`config.mk`:
```
export PLATFORM = sky130hd
export DESIGN_NAME = fetch_stage_flat
export DESIGN_NICKNAME = d
export VERILOG_FILES = /design/src/rtl/fetch_stage_if.sv /design/src/rtl/fetch_stage.sv /design/src/flat_wrapper.sv
export SDC_FILE = /design/constraint.sdc
export NUM_CORES = 1
export LEC_CHECK = 0
export CAP_MARGIN = 20
export CELL_PAD_IN_SITES_DETAIL_PLACEMENT = 1
export CELL_PAD_IN_SITES_GLOBAL_PLACEMENT = 1
export CORE_MARGIN = 4
export CORE_UTILIZATION = 47
export CTS_CLUSTER_DIAMETER = 40
export DETAILED_ROUTE_END_ITERATION = 6
export GPL_ROUTABILITY_DRIVEN = 0
export GPL_TIMING_DRIVEN = 0
export PLACE_DENSITY_LB_ADDON = 0.1
export SYNTH_ARGS = -nofsm -noshare
export SYNTH_HDL_FRONTEND = slang
export SYNTH_SLANG_ARGS = --single-unit
export TNS_END_PERCENT = 20
```
`constraint.sdc`:
```
create_clock -name clk -period 4.85 [get_ports clk]
set_input_delay 0.97 -clock clk [delete_from_list [all_inputs] [get_ports clk]]
set_output_delay 0.97 -clock clk [all_outputs]
set_load 0.02 [all_outputs]
```
`src/rtl/fetch_stage_if.sv`:
```
// Instruction-memory request/response channel between the fetch stage and imem.
interface fetch_stage_if;
    logic        req;
    logic [31:0] addr;
    logic        ready;
    logic        rvalid;
    logic [31:0] rdata;

    modport master (output req, addr, input ready, rvalid, rdata);
    modport slave  (input req, addr, output ready, rvalid, rdata);
endinterface

```
`src/rtl/fetch_stage.sv`:
```
// Fetch stage: owns the PC, issues in-order word fetches and buffers returned
// instructions in a small queue for decode; a redirect flushes everything in flight.
module fetch_stage #(
    parameter logic [31:0] RESET_PC   = 32'h0000_0000,
    parameter int          IBUF_DEPTH = 4
) (
    input  logic               clk,
    input  logic               rst_n,
    fetch_stage_if.master      imem,
    input  logic               redirect_valid_i,
    input  logic [31:0]        redirect_pc_i,
    input  logic               dec_stall_i,
    output logic               instr_valid_o,
    output logic [31:0]        instruction_o,
    output logic [31:0]        pc_out_o
);
    localparam int PW = $clog2(IBUF_DEPTH);
    localparam int CW = $clog2(IBUF_DEPTH + 1);
    typedef logic [CW-1:0] cnt_t;

    logic [31:0]   fetch_pc_q, fetch_pc_d, resp_pc_q, resp_pc_d;
    cnt_t          outst_q, outst_d, drop_q, drop_d, count_q, count_d;
    logic [PW-1:0] wptr_q, wptr_d, rptr_q, rptr_d;
    logic [31:0]   pc_mem_q    [IBUF_DEPTH];
    logic [31:0]   instr_mem_q [IBUF_DEPTH];

    logic          pop, rsp, push, accept;
    logic [CW:0]   credit;

    always_comb begin
        instr_valid_o = (count_q != '0);
        pop           = instr_valid_o && !dec_stall_i;
        // Every slot either queued or owed by memory counts against the queue.
        credit        = {1'b0, outst_q} + {1'b0, count_q} - (CW+1)'(pop);
        imem.req      = rst_n && !redirect_valid_i && (credit < (CW+1)'(IBUF_DEPTH));
        imem.addr     = fetch_pc_q;
        instruction_o = instr_valid_o ? instr_mem_q[rptr_q] : 32'h0;
        pc_out_o      = instr_valid_o ? pc_mem_q[rptr_q]    : 32'h0;

        accept = imem.req && imem.ready;
        rsp    = imem.rvalid && (outst_q != '0);
        push   = rsp && (drop_q == '0) && !redirect_valid_i;

        fetch_pc_d = fetch_pc_q;
        resp_pc_d  = resp_pc_q;
        outst_d    = outst_q;
        drop_d     = drop_q;
        count_d    = count_q;
        wptr_d     = wptr_q;
        rptr_d     = rptr_q;

        if (redirect_valid_i) begin
            fetch_pc_d = redirect_pc_i;
            resp_pc_d  = redirect_pc_i;
            // Every response still owed belongs to the old path, including ones already marked.
            drop_d     = outst_q - cnt_t'(rsp);
            outst_d    = outst_q - cnt_t'(rsp);
            count_d    = '0;
            wptr_d     = '0;
            rptr_d     = '0;
        end else begin
            if (accept) fetch_pc_d = fetch_pc_q + 32'd4;
            outst_d = outst_q + cnt_t'(accept) - cnt_t'(rsp);
            if (rsp && (drop_q != '0)) drop_d = drop_q - cnt_t'(1);
            if (push) begin
                resp_pc_d = resp_pc_q + 32'd4;
                wptr_d    = wptr_q + PW'(1);
            end
            if (pop) rptr_d = rptr_q + PW'(1);
            count_d = count_q + cnt_t'(push) - cnt_t'(pop);
        end
    end

    always_ff @(posedge clk) begin
        if (!rst_n) begin
            fetch_pc_q <= RESET_PC;
            resp_pc_q  <= RESET_PC;
            outst_q    <= '0;
            drop_q     <= '0;
            count_q    <= '0;
            wptr_q     <= '0;
            rptr_q     <= '0;
        end else begin
            fetch_pc_q <= fetch_pc_d;
            resp_pc_q  <= resp_pc_d;
            outst_q    <= outst_d;
            drop_q     <= drop_d;
            count_q    <= count_d;
            wptr_q     <= wptr_d;
            rptr_q     <= rptr_d;
        end
    end

    always_ff @(posedge clk) begin
        if (rst_n && push) begin
            pc_mem_q[wptr_q]    <= resp_pc_q;
            instr_mem_q[wptr_q] <= imem.rdata;
        end
    end
endmodule

```
`src/flat_wrapper.sv`:
```
// flat-port wrapper written by rule: the top's interface ports become plain ports
module fetch_stage_flat 
#(
    parameter logic [31:0] RESET_PC   = 32'h0000_0000,
    parameter int          IBUF_DEPTH = 4
)
  (clk, rst_n, redirect_valid_i, redirect_pc_i, dec_stall_i, instr_valid_o, instruction_o, pc_out_o, imem_req, imem_addr, imem_ready, imem_rvalid, imem_rdata);
  fetch_stage_if imem_i ();
  input  logic clk;
  input  logic rst_n;
  input  logic redirect_valid_i;
  input  logic [31:0] redirect_pc_i;
  input  logic dec_stall_i;
  output logic instr_valid_o;
  output logic [31:0] instruction_o;
  output logic [31:0] pc_out_o;
  output wire logic [$bits(imem_i.req)-1:0] imem_req;
  output wire logic [$bits(imem_i.addr)-1:0] imem_addr;
  input wire logic [$bits(imem_i.ready)-1:0] imem_ready;
  input wire logic [$bits(imem_i.rvalid)-1:0] imem_rvalid;
  input wire logic [$bits(imem_i.rdata)-1:0] imem_rdata;
  assign imem_req = imem_i.req;
  assign imem_addr = imem_i.addr;
  assign imem_i.ready = imem_ready;
  assign imem_i.rvalid = imem_rvalid;
  assign imem_i.rdata = imem_rdata;
  fetch_stage #(.RESET_PC(RESET_PC), .IBUF_DEPTH(IBUF_DEPTH)) u_core (.clk(clk), .rst_n(rst_n), .imem(imem_i), .redirect_valid_i(redirect_valid_i), .redirect_pc_i(redirect_pc_i), .dec_stall_i(dec_stall_i), .instr_valid_o(instr_valid_o), .instruction_o(instruction_o), .pc_out_o(pc_out_o));
endmodule
```
==> reports/summary.txt <==
worst endpoint required time = 3.88 ns
post-route worst setup slack = 0.483 ns
switching share of power = 0.243
ys flop type = edfxtp_1
Worst Path Max Fanout = 10
Initial Util = 0.482
reg2reg start = u_core.count_q[1]$_SDFF_PP0_
status = finished, final reports clean
Post-synth EDFFs = 256
asr flop ratio synth = 0
Pwr Total = 7360 uW
Peak Freq = 0.229 GHz
via count = 8904
I/O pins = 168
Reg power frac = 0.448
DR WL/cell = 23.4 um
Hold Crit Class = register to register
nets = 1225
DP Worst Slack = -0.0914 ns
P_leak = 0.00572 uW
total wire length = 36300 um
Core Util, Final = 0.609
initial antenna violation count = 0
Peak VDD IR = 0.203 mV
kind of critical path = input port to output port
average size of a mapped cell = 15.2 um^2
Post-DRT Antenna Nets = 0
Setup crit start kind = input port
final setup fails = 0
Die ar. = 32600 um^2
worst skew pair latency = 0.52 ns
Area after DPL = 16300 um^2
RSZ-0062 raised after global routing = no
Final Cell Area = 17700 um^2
crit share post-route = 0.900
Synth top area share = 0.549
Worst-Margin Slew = 0.836 ns
fraction of layout cells with a size suffix above 1 = 0.138
DP HPWL = 24700 um
Tot GR Track Use = 0.223
synthesized flop and latch total = 335
Slew headroom = 0.442
grt met3 use = 0.0408
post-route minimum period = 4.37 ns
met1 Use GR = 0.310
M2 GR Usage = 0.372
crit path from = dec_stall_i
Clock power frac = 0.429
Iter 0 DRT Violations = 651
CTS Buffer Depth = 3
max-cap violations = 0
number of I/O port buffers = 166
Die X = 181 um
Mapped Area = 14000 um^2
Via density = 5.73
hold-fix buffers at CTS = 0
pwr/cell area = 416 nW/um^2
Post-Synthesis Cells = 921
register area share after synthesis = 0.661
Fin. Hold Viols = 0
global-route wire length before repair = 57000 um
R2R cell count = 15
Core ar. = 29100 um^2
number of H-tree levels = 2
Residual DRC = 0
layer with the highest usage = met2
ranking of synthesized cells by area = edfxtp_1 55%, dfxtp_1 11%, mux4_2 10%
vias in the first global route = 9506
reg-to-reg slack, setup = 1.05 ns
skew final = 0.0121 ns
Overflow after GRT = 0
# fillers = 2780
P_sw = 1790 uW
Worst Setup EP = imem_req
Syn. warnings = 0
Rows = 62
hold_ws = 0.466 ns
CP Capture Type = output port
Die Span Y = 181 um
clk root buf = clkbuf_16
clock buffer count from CTS = 43
Worst-path clk slew = 0.05 ns
fin. max-slew vios = 0
largest area contributor in the netlist = edfxtp_1
First-pass DRT Iterations = 5
pin count of the biggest net entering global routing = 38
Yosys cell types = 57
Arr. time, crit path = 3.40 ns
internal power consumption = 5570 uW
RR Endpoint = u_core.outst_q[2]$_SDFF_PN0_
CTS tree = done
post-synth net total = 1010
Layout area overhead = 26.4%
combinational power share = 0.124
# diodes = 0
TritonCTS Sinks = 335
worst min-delay path by stage:
stage	from	to	slack (ns)	cells after the start
2_1_floorplan	u_core.resp_pc_q[0]$_SDFFE_PN0P_	u_core.pc_mem_q[0][0]$_DFFE_PP_	0.46	0
5_1_grt	u_core.imem.addr[1]$_SDFFE_PN0P_	u_core.imem.addr[1]$_SDFFE_PN0P_	0.51	2
4_1_cts	u_core.imem.addr[1]$_SDFFE_PN0P_	u_core.imem.addr[1]$_SDFFE_PN0P_	0.47	2
6_report	u_core.imem.addr[1]$_SDFFE_PN0P_	u_core.imem.addr[1]$_SDFFE_PN0P_	0.47	2
3_5_place_dp	u_core.imem.addr[1]$_SDFFE_PN0P_	u_core.imem.addr[1]$_SDFFE_PN0P_	0.46	2
3_3_place_gp	u_core.imem.addr[0]$_SDFFE_PN0P_	u_core.imem.addr[0]$_SDFFE_PN0P_	0.45	2
metal layers:
layer | part of all wire | up-vias
met5 | 0 | -
met4 | 0.015 | 0
met3 | 0.050 | 45
met2 | 0.49 | 253
met1 | 0.45 | 4581
li1 | - | 4025
flip-flops by register name, summed over array words and instances (netlist names), named ones only:
signal,flops
u_core.count_q,3
u_core.drop_q,3
u_core.imem.addr,32
u_core.instr_mem_q,128
u_core.outst_q,3
u_core.pc_mem_q,128
u_core.resp_pc_q,32
u_core.rptr_q,2
u_core.wptr_q,2
layout by cell type (no fill, tap or decap), types with 19 or more instances in the layout:
| cell | instances |
|---|---|
| nor2_1 | 23 |
| dfxtp_1 | 79 |
| edfxtp_1 | 256 |
| xnor2_1 | 29 |
| clkbuf_1 | 51 |
| clkbuf_16 | 45 |
| inv_1 | 25 |
| a31oi_1 | 19 |
| mux4_2 | 64 |
| nand2_1 | 33 |
| clkdlybuf4s50_1 | 165 |
| nand3_1 | 23 |
| o21ai_0 | 36 |
| a21oi_1 | 35 |
| and2_1 | 70 |
cell usage after synthesis, types with 2 or more instances:
master	instances
nand2_1	33
nor2_1	24
clkbuf_1	43
xnor2_1	29
fa_1	2
nor3b_1	3
and4_1	10
edfxtp_1	256
a31oi_1	19
nor3_1	10
and2_1	70
a211oi_1	4
nand4_1	18
or4_1	3
nand3_1	23
o21a_1	3
a21boi_0	8
mux4_2	64
nor2b_1	2
a31o_2	2
o31a_1	4
o211ai_1	2
ha_1	17
or3_1	7
mux2i_1	5
buf_2	6
o41ai_1	5
nor4_1	5
inv_1	25
o21ai_0	36
and3_1	14
or4b_1	5
xor2_1	15
o31ai_1	3
a21oi_1	35
nand3b_1	2
mux2_2	2
a311oi_1	10
dfxtp_1	79
critical path: stages:
cell	delay, ns
clkdlybuf4s50_1	0.55
nor2_4	0.23
nand2_1	0.08
ha_1	0.28
nand2_1	0.10
o31a_1	0.40
clkbuf_1	0.27
a31oi_1	0.24
dlymetal6s2s_1	0.27
layout make-up:
| cell class | count | area [um^2] | area share |
|---|---|---|---|
| clock buffer | 59 | 1230 | 0.0693 |
| clock inverter | 20 | 215 | 0.0121 |
| tap | 384 | 480 | 0.0271 |
| timing repair buffer | 170 | 1750 | 0.0989 |
| multi-input combinational | 510 | 4470 | 0.252 |
| buffer | 51 | 208 | 0.0117 |
| sequential | 335 | 9270 | 0.523 |
| inverter | 25 | 93.8 | 0.00530 |
metrics by stage:
step | cells | setup TNS, ns
CTS | 1554 | 0
global route | 1554 | 0
global placement | 1471 | -196.96
floorplan | 921 | 0
detailed placement | 1475 | -0.130
finish | 1554 | 0
power by group through the flow:
stage | clock [uW] | sequential, uW | combinational (uW)
2_1_floorplan | 0 | 3340 | 517
3_5_place_dp | 0 | 3350 | 908
4_1_cts | 3220 | 3290 | 919
6_report | 3160 | 3300 | 910
5_1_grt | 3380 | 3310 | 993
3_3_place_gp | 0 | 3350 | 879
logic make-up (layout without fill, tap and decap cells):
kind of cell,after synthesis,count (layout),share of synthesized area
XOR/XNOR,44,44,0.0275
multiplexers,71,71,0.108
buffers and inverters,76,325,0.0214
flip-flops,335,335,0.661
adder cells (fa/ha/maj),19,19,0.0180
AND/OR/NAND/NOR,236,236,0.0993
AO/OA/AOI/OAI,140,140,0.0643
what timing repair did:
item / 4_1_cts / 5_1_grt
endpoints found under the setup margin: 1 / 1
setup buffers: 0 / 0
resized for setup: 1 / 4
pin swaps: 0 / 0
(Power assumes the default switching activity.)
